### src/rtl/spi_master_if.sv
// Host-side and SPI-side signals of spi_master.
// The master modport is the block's own view; slave is the peer's view.
interface spi_master_if;
    logic       start;
    logic [1:0] cmd;
    logic [7:0] tx_byte;
    logic       busy;
    logic       done;
    logic [7:0] rx_byte;
    logic       rx_valid;
    logic       SS_n;
    logic       MOSI;
    logic       MISO;

    modport master (
        input  start,
        input  cmd,
        input  tx_byte,
        input  MISO,
        output busy,
        output done,
        output rx_byte,
        output rx_valid,
        output SS_n,
        output MOSI
    );

    modport slave (
        output start,
        output cmd,
        output tx_byte,
        output MISO,
        input  busy,
        input  done,
        input  rx_byte,
        input  rx_valid,
        input  SS_n,
        input  MOSI
    );
endinterface

### src/rtl/spi_master.sv
// SPI master: shifts out one 10-bit {cmd, payload} frame per accepted start;
// read-data frames then clock one byte in from MISO after RD_WAIT turnaround cycles.
//
// state   | meaning
// S_IDLE  | slave deselected, waiting for start
// S_SHIFT | 10 cycles driving frame[9] .. frame[0] on MOSI
// S_WAIT  | RD_WAIT turnaround cycles before reading (cmd 11 only)
// S_READ  | 8 cycles sampling MISO, MSB first
// S_END   | one cycle: done pulse, rx_valid/rx_byte for cmd 11
module spi_master #(
    parameter int RD_WAIT = 2
) (
    input  logic         clk,
    input  logic         rst_n,
    spi_master_if.master bus
);
    typedef enum logic [2:0] {
        S_IDLE,
        S_SHIFT,
        S_WAIT,
        S_READ,
        S_END
    } state_t;

    localparam logic [1:0] CMD_RD_DATA = 2'b11;
    localparam logic [3:0] SHIFT_LOAD  = 4'd9;
    localparam logic [3:0] READ_LOAD   = 4'd7;
    localparam logic [3:0] WAIT_LOAD   = (RD_WAIT > 0) ? 4'(RD_WAIT - 1) : 4'd0;

    state_t     state, state_nxt;
    logic [3:0] cnt, cnt_nxt;
    logic [9:0] frame, frame_nxt;
    logic [6:0] rx_shift, rx_shift_nxt;
    logic [7:0] rx_byte_q, rx_byte_nxt;
    logic       ss_n_q, ss_n_nxt;
    logic       mosi_q, mosi_nxt;
    logic       busy_q, busy_nxt;
    logic       done_q, done_nxt;
    logic       rx_valid_q, rx_valid_nxt;

    always_ff @(posedge clk or negedge rst_n) begin
        if (!rst_n) begin
            state      <= S_IDLE;
            cnt        <= '0;
            frame      <= '0;
            rx_shift   <= '0;
            rx_byte_q  <= '0;
            ss_n_q     <= 1'b1;
            mosi_q     <= 1'b0;
            busy_q     <= 1'b0;
            done_q     <= 1'b0;
            rx_valid_q <= 1'b0;
        end else begin
            state      <= state_nxt;
            cnt        <= cnt_nxt;
            frame      <= frame_nxt;
            rx_shift   <= rx_shift_nxt;
            rx_byte_q  <= rx_byte_nxt;
            ss_n_q     <= ss_n_nxt;
            mosi_q     <= mosi_nxt;
            busy_q     <= busy_nxt;
            done_q     <= done_nxt;
            rx_valid_q <= rx_valid_nxt;
        end
    end

    // Output values are computed for the state being entered, so every
    // output comes straight from a flop and lines up with the state register.
    always_comb begin
        state_nxt    = state;
        cnt_nxt      = cnt;
        frame_nxt    = frame;
        rx_shift_nxt = rx_shift;
        rx_byte_nxt  = rx_byte_q;
        ss_n_nxt     = 1'b1;
        mosi_nxt     = 1'b0;
        busy_nxt     = 1'b0;
        done_nxt     = 1'b0;
        rx_valid_nxt = 1'b0;

        case (state)
            S_IDLE: begin
                if (bus.start) begin
                    state_nxt = S_SHIFT;
                    frame_nxt = {bus.cmd, bus.tx_byte};
                    cnt_nxt   = SHIFT_LOAD;
                    ss_n_nxt  = 1'b0;
                    mosi_nxt  = bus.cmd[1];
                    busy_nxt  = 1'b1;
                end
            end

            S_SHIFT: begin
                busy_nxt = 1'b1;
                if (cnt != 4'd0) begin
                    cnt_nxt  = cnt - 4'd1;
                    ss_n_nxt = 1'b0;
                    mosi_nxt = frame[cnt - 4'd1];
                end else if (frame[9:8] == CMD_RD_DATA) begin
                    ss_n_nxt = 1'b0;
                    if (RD_WAIT == 0) begin
                        state_nxt = S_READ;
                        cnt_nxt   = READ_LOAD;
                    end else begin
                        state_nxt = S_WAIT;
                        cnt_nxt   = WAIT_LOAD;
                    end
                end else begin
                    state_nxt = S_END;
                    done_nxt  = 1'b1;
                end
            end

            S_WAIT: begin
                busy_nxt = 1'b1;
                ss_n_nxt = 1'b0;
                if (cnt != 4'd0) begin
                    cnt_nxt = cnt - 4'd1;
                end else begin
                    state_nxt = S_READ;
                    cnt_nxt   = READ_LOAD;
                end
            end

            S_READ: begin
                busy_nxt     = 1'b1;
                rx_shift_nxt = {rx_shift[5:0], bus.MISO};
                if (cnt != 4'd0) begin
                    cnt_nxt  = cnt - 4'd1;
                    ss_n_nxt = 1'b0;
                end else begin
                    state_nxt    = S_END;
                    done_nxt     = 1'b1;
                    rx_valid_nxt = 1'b1;
                    rx_byte_nxt  = {rx_shift, bus.MISO};
                end
            end

            S_END: begin
                state_nxt = S_IDLE;
            end

            default: begin
                state_nxt = S_IDLE;
            end
        endcase
    end

    assign bus.SS_n     = ss_n_q;
    assign bus.MOSI     = mosi_q;
    assign bus.busy     = busy_q;
    assign bus.done     = done_q;
    assign bus.rx_valid = rx_valid_q;
    assign bus.rx_byte  = rx_byte_q;
endmodule

### src/flat_wrapper.sv
// flat-port wrapper written by rule: the top's interface ports become plain ports
module spi_master_flat 
#(
    parameter int RD_WAIT = 2
)
  (clk, rst_n, bus_start, bus_cmd, bus_tx_byte, bus_MISO, bus_busy, bus_done, bus_rx_byte, bus_rx_valid, bus_SS_n, bus_MOSI);
  spi_master_if bus_i ();
  input  logic clk;
  input  logic rst_n;
  input wire logic [$bits(bus_i.start)-1:0] bus_start;
  input wire logic [$bits(bus_i.cmd)-1:0] bus_cmd;
  input wire logic [$bits(bus_i.tx_byte)-1:0] bus_tx_byte;
  input wire logic [$bits(bus_i.MISO)-1:0] bus_MISO;
  output wire logic [$bits(bus_i.busy)-1:0] bus_busy;
  output wire logic [$bits(bus_i.done)-1:0] bus_done;
  output wire logic [$bits(bus_i.rx_byte)-1:0] bus_rx_byte;
  output wire logic [$bits(bus_i.rx_valid)-1:0] bus_rx_valid;
  output wire logic [$bits(bus_i.SS_n)-1:0] bus_SS_n;
  output wire logic [$bits(bus_i.MOSI)-1:0] bus_MOSI;
  assign bus_i.start = bus_start;
  assign bus_i.cmd = bus_cmd;
  assign bus_i.tx_byte = bus_tx_byte;
  assign bus_i.MISO = bus_MISO;
  assign bus_busy = bus_i.busy;
  assign bus_done = bus_i.done;
  assign bus_rx_byte = bus_i.rx_byte;
  assign bus_rx_valid = bus_i.rx_valid;
  assign bus_SS_n = bus_i.SS_n;
  assign bus_MOSI = bus_i.MOSI;
  spi_master #(.RD_WAIT(RD_WAIT)) u_core (.clk(clk), .rst_n(rst_n), .bus(bus_i));
endmodule
### config.mk
export PLATFORM = sky130hd
export DESIGN_NAME = spi_master_flat
export DESIGN_NICKNAME = d
export VERILOG_FILES = /design/src/rtl/spi_master_if.sv /design/src/rtl/spi_master.sv /design/src/flat_wrapper.sv
export SDC_FILE = /design/constraint.sdc
export NUM_CORES = 1
export LEC_CHECK = 0
export CORE_ASPECT_RATIO = 1.25
export CORE_UTILIZATION = 47
export CTS_BUF_LIST = sky130_fd_sc_hd__clkbuf_16
export CTS_CLUSTER_DIAMETER = 30
export CTS_CLUSTER_SIZE = 12
export DETAILED_ROUTE_END_ITERATION = 8
export HOLD_SLACK_MARGIN = 0.02
export MAX_ROUTING_LAYER = met4
export PLACE_DENSITY = 0.8
export SYNTH_ARGS = -nofsm -noshare
export SYNTH_HDL_FRONTEND = slang
export SYNTH_SLANG_ARGS = --single-unit
### constraint.sdc
create_clock -name clk -period 1.9 [get_ports clk]
set_input_delay 0.38 -clock clk [delete_from_list [all_inputs] [get_ports clk]]
set_output_delay 0.38 -clock clk [all_outputs]
set_load 0.02 [all_outputs]
## After elaboration in Yosys (flattened, before gate mapping)

Index checks and enable logic that the tools add are counted.

| word-level totals | value |
|---|---|
| register bits | 37 |
| input port bits | 14 |
| output and inout bits | 13 |
| word-level logic and storage cells | 57 |

| cells by class | value |
|---|---|
| add/subtract/negate cells | 1 |
| magnitude comparators | 1 |
| equality and inequality tests | 10 |
| mux-type cells | 26 |
| bitwise logic cells | 1 |
| reductions and logical operators | 8 |

Operators with widths:

| kind | count |
|---|---|
| 2-to-1 mux 4 bit | 5 |
| case mux 4 bit (4 select lines) | 1 |
| 2-to-1 mux 3 bit | 5 |
| case mux 3 bit (4 select lines) | 1 |
| 2-to-1 mux 1 bit | 9 |
| inequality test 2 bit (second input constant) | 4 |
| AND reduction 4 bit | 2 |
| nonzero test 4 bit | 2 |
| == test 3 x 2 -> 1 bit (second input constant) | 2 |
| case mux 1 bit (2 select lines) | 3 |
| < comparator 4 x 5 -> 1 bit (second input constant) | 1 |
| binary-select mux 1 bit (select 4 bit) | 1 |
| case mux 1 bit (4 select lines) | 1 |
| AND reduction 2 bit | 2 |
| subtractor 4 x 1 -> 4 bit (second input constant) | 1 |
| == test 3 x 1 -> 1 bit (second input constant) | 1 |
| logical NOT 3 bit | 1 |
| inequality test 3 x 1 -> 1 bit (second input constant) | 1 |
| OR reduction 3 bit | 1 |
| == test 2 bit (second input constant) | 1 |
| inequality test 2 x 1 -> 1 bit (second input constant) | 1 |
| NOT 1 bit | 1 |

## Logic depth before layout (Yosys ltp)

Gate-level depths: netlist of run 1.

| depth | value |
|---|---|
| depth in word-level cells | 5 |
| depth in mapped cells | 7 |
| depth with buffers taken out | 6 |

## Worst setup path after synthesis of run 1

OpenSTA, ideal clock, no wires.

| path | value |
|---|---|
| path kind | register -> register |
| start point | register u_core.cnt[0] |
| end point | register u_core.rx_byte_q[0], in the netlist u_core.bus.rx_byte[0] |
| library setup time | 0.125 ns |
| arrival | 1.676 ns |
| data required time | 1.775 ns |
| slack | 0.099 ns |
| cell stages (with the launch flop) | 7 |
| buffers on the path | 1 |
| clock period less this slack | 1.801 ns |
| path through | dfrtp_1 buf_4 inv_1 ha_1 nor3b_4 nand3_4 mux2_4 |

| on the way | value |
|---|---|
| cells in the longest elaborated chain, start to end | 3 |

RTL lines:

| item | RTL line | source |
|---|---|---|
| from (decl) | spi_master.sv:31 | `logic [3:0] cnt, cnt_nxt;` |
| from (signal assigned) | spi_master.sv:55 | `cnt <= cnt_nxt;` |
| nonzero test 4 bit | spi_master.sv:128 | `if (cnt != 4'd0) begin` |
| NOT 1 bit (no source line) | -- |  |
| AND reduction 2 bit (no source line) | -- |  |
| to (signal assigned) | spi_master.sv:58 | `rx_byte_q <= rx_byte_nxt;` |
| to (decl) | spi_master.sv:34 | `logic [7:0] rx_byte_q, rx_byte_nxt;` |

Every way passes these cells.
A chain may end at the register's enable or synchronous reset.

## Final worst setup path of run 1

| path | value |
|---|---|
| start point | register u_core.cnt[0] |
| end point | register u_core.rx_byte_q[7], in the netlist u_core.bus.rx_byte[7] |

The elaborated chain is that of the path after synthesis.

==> impl_metrics.yaml, run 1 <==
logic_synthesis:
  syn_area_sq_mm: 0.00174
  syn-num-nets: 145
  synth_top_area_cell: "dfrtp_1"
  synth-edff-count: 0
  syn_area_per_cell_sq_um: 13.4
  synthArstFlopShare_pct: 100
  ys_warn_count: 0
  synth_top_area_share_pct: 51.7
  ys_seq_area_share_pct: 53.2
  synth.area.top_cells: "dfrtp_1, mux2_2, mux2_4"
  syn_inst: 130
  synth.ff_latch_count: 37
  synth_cell_type_count: 39
  ys.flop_type: "dfrtp_1"
cts:
  htreeDepth: 2
  clk_path_buf_depth: 2
  cts_buffers: 5
  cts_tree: "built"
  clk_pin_slew_worst_paths_ps: 60
  hold_buffers: 0
  cts-root-buf: "clkbuf_16"
  clock_latency_ps: 280
  cts_sinks: 37
critical_path:
  r2r_setup_slack_ps: 80
  ff2ff_path_depth: 5
  start_kind: "register"
  critPathRequiredTime_ps: 2060
  path_class: "reg2reg"
  regToRegEndpoint: "u_core.bus.rx_byte[7]$_DFFE_PN0P_"
  worstPathMaxFanout: 9
  worstSetupEndpointType: "register"
  timing.rr.start: "u_core.cnt[0]$_DFFE_PN0P_"
  critPathArrivalTime_ps: 1980
pwr:
  switchingPower_mw: 1.25
  leakage_nw: 1.04
  power_density_mw_per_mm2: 1730
  internal_power_mw: 2.66
  swShare_pct: 32.0
  p_clk_share_pct: 27.1
  seqPwrFrac_pct: 34.7
  pwr-share-comb_pct: 38.2
  ir_drop_uv: 977
hold_path:
  hold_path_startpoint: "u_core.frame[7]$_DFFE_PN0P_"
  holdPathEnd: "u_core.frame[7]$_DFFE_PN0P_"
  holdPathStages: 1
  min_path_type: "reg2reg"
floorplan:
  ioPinCount: 27
  start_util_pct: 49.6
  die_area_sq_mm: 0.00396
  core_sq_mm: 0.00351
  dieWidth_microns: 56.5
  row_count: 24
  die_y_microns: 70.1
timing:
  post-route-period-util_pct: 95.7
  final-setup-viol-count: 0
  fmax_mhz: 550
  finalMaxSlewViolations: 0
  fin_setup_tns_ps: 0
  hold_viol: 0
  fin_ws_ps: 81.6
  post-route-min-period_ps: 1820
  grt_setup_unrepaired: "no"
  clock-skew-final_ps: 6.42
  worstMarginPinSlew_ps: 467
  relSlewSlack_pct: 68.9
routing:
  vias: 1146
  wl_microns: 3460
  ant_nets: 0
  drc: 0
  via_per_inst: 5.62
  dr.pass1.iters: 4
  routedWlPerCell_microns: 17.0
  drt_iter0_markers: 20
global_routing:
  grt_first_pass_wirelength_microns: 5730
  grt_max_degree: 38
  track_usage_pct: 20.0
  grt_pass1_vias: 1255
  grt_overflow: 0
  antenna_found_initial: 0
final_layout:
  stdcell_count: 204
  drive_gt1_share_pct: 32.1
  n_antenna_cell: 0
  fin_nets: 179
  area_growth_pct: 29.9
placement:
  place_hpwl_microns: 2220
  io_buffers: 26
  dpl.cell_count: 195
  gp_congestion: 0.899
  post-place-ws_ps: 58.6
run_status:
  status: "complete, no violations"
run:
  maxCapViolations: 0
-- registers in the layout, indices dropped and copies added (netlist names), 3 cells and up --
signal and cells:
u_core.state 3, u_core.frame 10, u_core.rx_shift 7, u_core.bus.rx_byte 8, u_core.cnt 4
-- power by group through the flow --
stage,logic (mW),clock network (mW),registers [mW]
3_3_place_gp,1.36,0,1.34
4_1_cts,1.44,1.09,1.35
6_report,1.49,1.06,1.36
5_1_grt,1.61,1.11,1.40
2_1_floorplan,1.04,0,1.33
3_5_place_dp,1.41,0,1.36
-- synthesized netlist by cell type (2+ instances only) --
cell / count
a211oi_1: 3
mux2_2: 18
or3b_1: 2
nor2_1: 8
mux2i_1: 3
and3_2: 2
inv_1: 7
nand3b_1: 3
nand2_1: 5
o21ai_0: 4
mux2_4: 8
a21oi_1: 2
dfrtp_1: 36
buf_4: 3
or2b_1: 2
-- metal layers --
layer | track usage [%] | part of all wire, % | up-vias
li1 | - | - | 526
met1 | 22.5 | 40 | 591
met2 | 32.4 | 55 | 23
met3 | 5.00 | 3.1 | 6
met4 | 10.6 | 2.2 | 0
met5 | - | 0 | -
-- worst max path at each step --
stage,start,end,depth (start not counted)
final,u_core.cnt[0]$_DFFE_PN0P_,u_core.bus.rx_byte[7]$_DFFE_PN0P_,5
after global routing,u_core.cnt[1]$_DFFE_PN0P_,u_core.bus.rx_byte[7]$_DFFE_PN0P_,5
after CTS,u_core.cnt[1]$_DFFE_PN0P_,u_core.bus.rx_byte[7]$_DFFE_PN0P_,5
after detailed placement,u_core.cnt[1]$_DFFE_PN0P_,u_core.bus.rx_byte[6]$_DFFE_PN0P_,5
after global placement,bus_start,u_core.cnt[2]$_DFFE_PN0P_,5
after floorplan,u_core.cnt[0]$_DFFE_PN0P_,u_core.bus.rx_byte[0]$_DFFE_PN0P_,6
-- layout make-up --
class / instances / area (sq um)
Clock inverter: 3 / 65.1
Tap cell: 39 / 48.8
Sequential cell: 37 / 927
Fill cell: 259 / 1250
Inverter: 8 / 30.0
Clock buffer: 5 / 125
Multi-Input combinational cell: 80 / 763
Timing Repair Buffer: 32 / 305
-- worst max-delay path: stages (launching register included) --
cell and delay, ps:
dfrtp_1 380, inv_1 150, ha_4 170, nor3b_4 380
nand3_4 260, mux2_4 360
-- logic make-up after synthesis --
family	after synthesis	synth area share [%]
AO/OA/AOI/OAI	16	7.25
XOR/XNOR	1	0.503
AND/OR/NAND/NOR	30	11.8
adder cells (fa/ha/maj)	2	1.36
buffers and inverters	13	3.73
multiplexers	31	22.2
flip-flops	37	53.2
-- through the flow --
step	util (%)	hold slack [ps]	total power [mW]	area, sq um
2_1_floorplan	-	84.4	2.36	1740
3_3_place_gp	58.5	487	2.70	2050
3_5_place_dp	58.5	493	2.77	2050
4_1_cts	63.9	506	3.88	2240
5_1_grt	64.5	514	4.12	2260
6_report	64.5	504	3.91	2260
-- what timing repair did --
item,4_1_cts,5_1_grt
gates resized for setup,0,2
endpoints found under the setup margin,0,8
buffers inserted,0,1
-- layout by cell type (no fill, tap or decap), types with 2 or more instances in the layout --
master	count
mux2i_1	3
or2b_1	2
a211oi_1	3
clkdlybuf4s50_1	26
nand3b_1	3
o21ai_0	4
mux2_2	18
and3_2	2
buf_4	6
a21oi_1	2
or3b_1	2
bufinv_16	2
clkbuf_16	5
dfrtp_1	36
mux2_4	8
inv_1	7
nand2_1	5
nor2_1	8
(Power assumes the default switching activity.)
==> inputs of run 2 (changes only) <==
Settings changed: ABC_AREA set to 1.
==> impl_metrics.yaml, run 2 <==
critical_path:
  start_kind: "register"
  cp_top_family: "buffers and inverters"
  worstPathMaxFanout: 1
  timing.rr.start: "u_core.cnt[0]$_DFFE_PN0P_"
  critPathLaunch: "u_core.bus.SS_n$_DFF_PN1_"
  critPathArrivalTime_ps: 1370
  worstSetupEndpointType: "primary output"
  r2r_setup_slack_ps: 260
  cp_cell_sequence: "clkdlybuf4s50_1"
  max_stage_delay_ps: 590
  cp_slowest_cell: "clkdlybuf4s50_1"
  path_class: "reg2out"
  cp_num_buf_inv: 1
  critPathRequiredTime_ps: 1520
cts:
  cts_tree: "built"
  cts_setup_buffers: 0
  cts-root-buf: "clkbuf_16"
  clk_pin_slew_worst_paths_ps: 50
  clock_latency_ps: 280
  cts_buffers: 5
  clk_path_buf_depth: 2
  htreeDepth: 2
  cts_resized: 0
  hold_buffers: 0
  cts_sinks: 37
floorplan:
  row_count: 24
  core_sq_mm: 0.00348
  start_util_pct: 48.7
  dieWidth_microns: 55.8
  ioPinCount: 27
  die_area_sq_mm: 0.00386
  die_y_microns: 69.2
final_layout:
  final_cell_mix: "nand2_1, dfrtp_1, clkdlybuf4s50_1"
  fillers: 293
  n_antenna_cell: 0
  fin_nets: 255
  final_common_cell: "nand2_1"
  largest-register: "u_core.frame"
  post-route-util_pct: 62.4
  drive_gt1_share_pct: 10.4
  stdcell_count: 280
  area_growth_pct: 27.9
  largest_reg_flops: 10
timing:
  grt_setup_unrepaired: "no"
  post-route-period-util_pct: 92.3
  final-setup-viol-count: 0
  worstMarginPinSlew_ps: 455
  fmax_mhz: 570
  post-route-min-period_ps: 1750
  hold_ws_ps: 44.3
  hold_viol: 0
  clock-skew-final_ps: 3.00
  finalMaxSlewViolations: 0
  relSlewSlack_pct: 69.6
  fin_setup_tns_ps: 0
placement:
  io_buffers: 26
  place_hpwl_microns: 2240
  dpl.cell_count: 272
  gp_congestion: 0.846
logic_synthesis:
  ys_warn_count: 0
  syn-num-nets: 223
  ys.flop_type: "dfrtp_1"
  synth.area.top_cells: "dfrtp_1, nand2_1, inv_1"
  ys_seq_area_share_pct: 54.6
  synthTopCellsByCount: "nand2_1, dfrtp_1, inv_1, nand3_1, o21ai_0"
  synth_top_area_cell: "dfrtp_1"
  syn_area_per_cell_sq_um: 8.16
  synth-edff-count: 0
  synthMostInstantiatedCell: "nand2_1"
  synthArstFlopShare_pct: 100
  synth_top_area_share_pct: 53.1
  synth_cell_type_count: 23
  synth.ff_latch_count: 37
  syn_inst: 208
  syn_area_sq_mm: 0.00170
routing:
  drt_iter0_markers: 47
  vias: 1347
  ant_nets: 0
  dr.pass1.iters: 4
  wl_microns: 3200
  drc: 0
  routedWlPerCell_microns: 11.4
  via_per_inst: 4.81
global_routing:
  grt_overflow: 0
  grt_pass1_vias: 1269
  antenna_found_initial: 0
  grt_first_pass_wirelength_microns: 5720
  grt_max_degree: 21
  track_usage_pct: 19.8
pwr:
  ir_drop_uv: 1040
  design_power_total_mw: 4.08
  power_density_mw_per_mm2: 1880
  leakage_nw: 1.14
hold_path:
  min_path_type: "in2async"
run:
  maxCapViolations: 0
run_status:
  status: "complete, no violations"
-- run 2: changes by cell type in the layout (fill, tap and decap cells not counted), moves of 3 or more --
| cell | previous run | this run |
|---|---|---|
| nor2_1 | 8 | 4 |
| inv_1 | 7 | 24 |
| mux2_4 | 8 | 0 |
| nand2_1 | 5 | 95 |
| mux2_2 | 18 | 0 |
| a211oi_1 | 3 | 0 |
| nand3_1 | 0 | 14 |
| mux2i_1 | 3 | 0 |
| o21ai_0 | 4 | 10 |
| o21ai_2 | 0 | 7 |
| buf_4 | 6 | 2 |
-- run 2: layer usage --
metal / up-vias / GRT usage, % / routed length (microns)
met1: 610 / 24.7 / 1480
met4: 0 / 10.0 / 76
met3: 7 / 3.92 / 110
li1: 700 / - / -
met2: 30 / 30.8 / 1540
met5: - / - / 0
-- run 2: power by group --
| part | total [mW] | switching, mW | internal (mW) |
|---|---|---|---|
| clock network | 0.915 | 0.306 | 0.609 |
| registers | 1.39 | 0.232 | 1.15 |
| logic | 1.78 | 1.08 | 0.703 |
| total | 4.08 | 1.62 | 2.47 |
-- run 2: stage by stage --
step                setup slack (ps)  cell area, sq um
global placement                 339              2010
CTS                              139              2170
global route                    69.6              2170
floorplan                        387              1700
detailed placement               294              2010
finish                           146              2170
-- run 2: kinds of logic (layout without fill, tap and decap cells) --
family | Yosys count | count (layout) | synth area share (%)
AO/OA/AOI/OAI | 21 | 21 | 7.81
buffers and inverters | 30 | 63 | 7.37
flip-flops | 37 | 37 | 54.6
adder cells (fa/ha/maj) | 1 | 1 | 0.737
AND/OR/NAND/NOR | 119 | 119 | 29.5
-- run 2: final timing paths --
path / endpoint / cells after the start
min in group clk: u_core.frame[4]$_DFFE_PN0P_ / 2
min reg2reg: u_core.frame[4]$_DFFE_PN0P_ / 2
min: u_core.cnt[3]$_DFFE_PN0P_ / 1
max reg2reg: u_core.cnt[2]$_DFFE_PN0P_ / 8
max: bus_SS_n / 1
max in group asynchronous: u_core.bus.rx_byte[4]$_DFFE_PN0P_ / 2
-- run 2: cell type report --
cell class	instances	area (sq um)	area share [%]
Clock buffer	5	125	5.76
Clock inverter	3	37.5	1.73
Inverter	26	97.6	4.49
Multi-Input combinational cell	141	646	29.7
Sequential cell	37	927	42.7
Tap cell	39	48.8	2.25
Timing Repair Buffer	29	290	13.4
==> inputs of run 3 (changes only) <==
Settings changed: ABC_AREA 1 to not set.
==> results of run 3 <==
No change in the layout: final DEF, timing and power equal those of run 1.
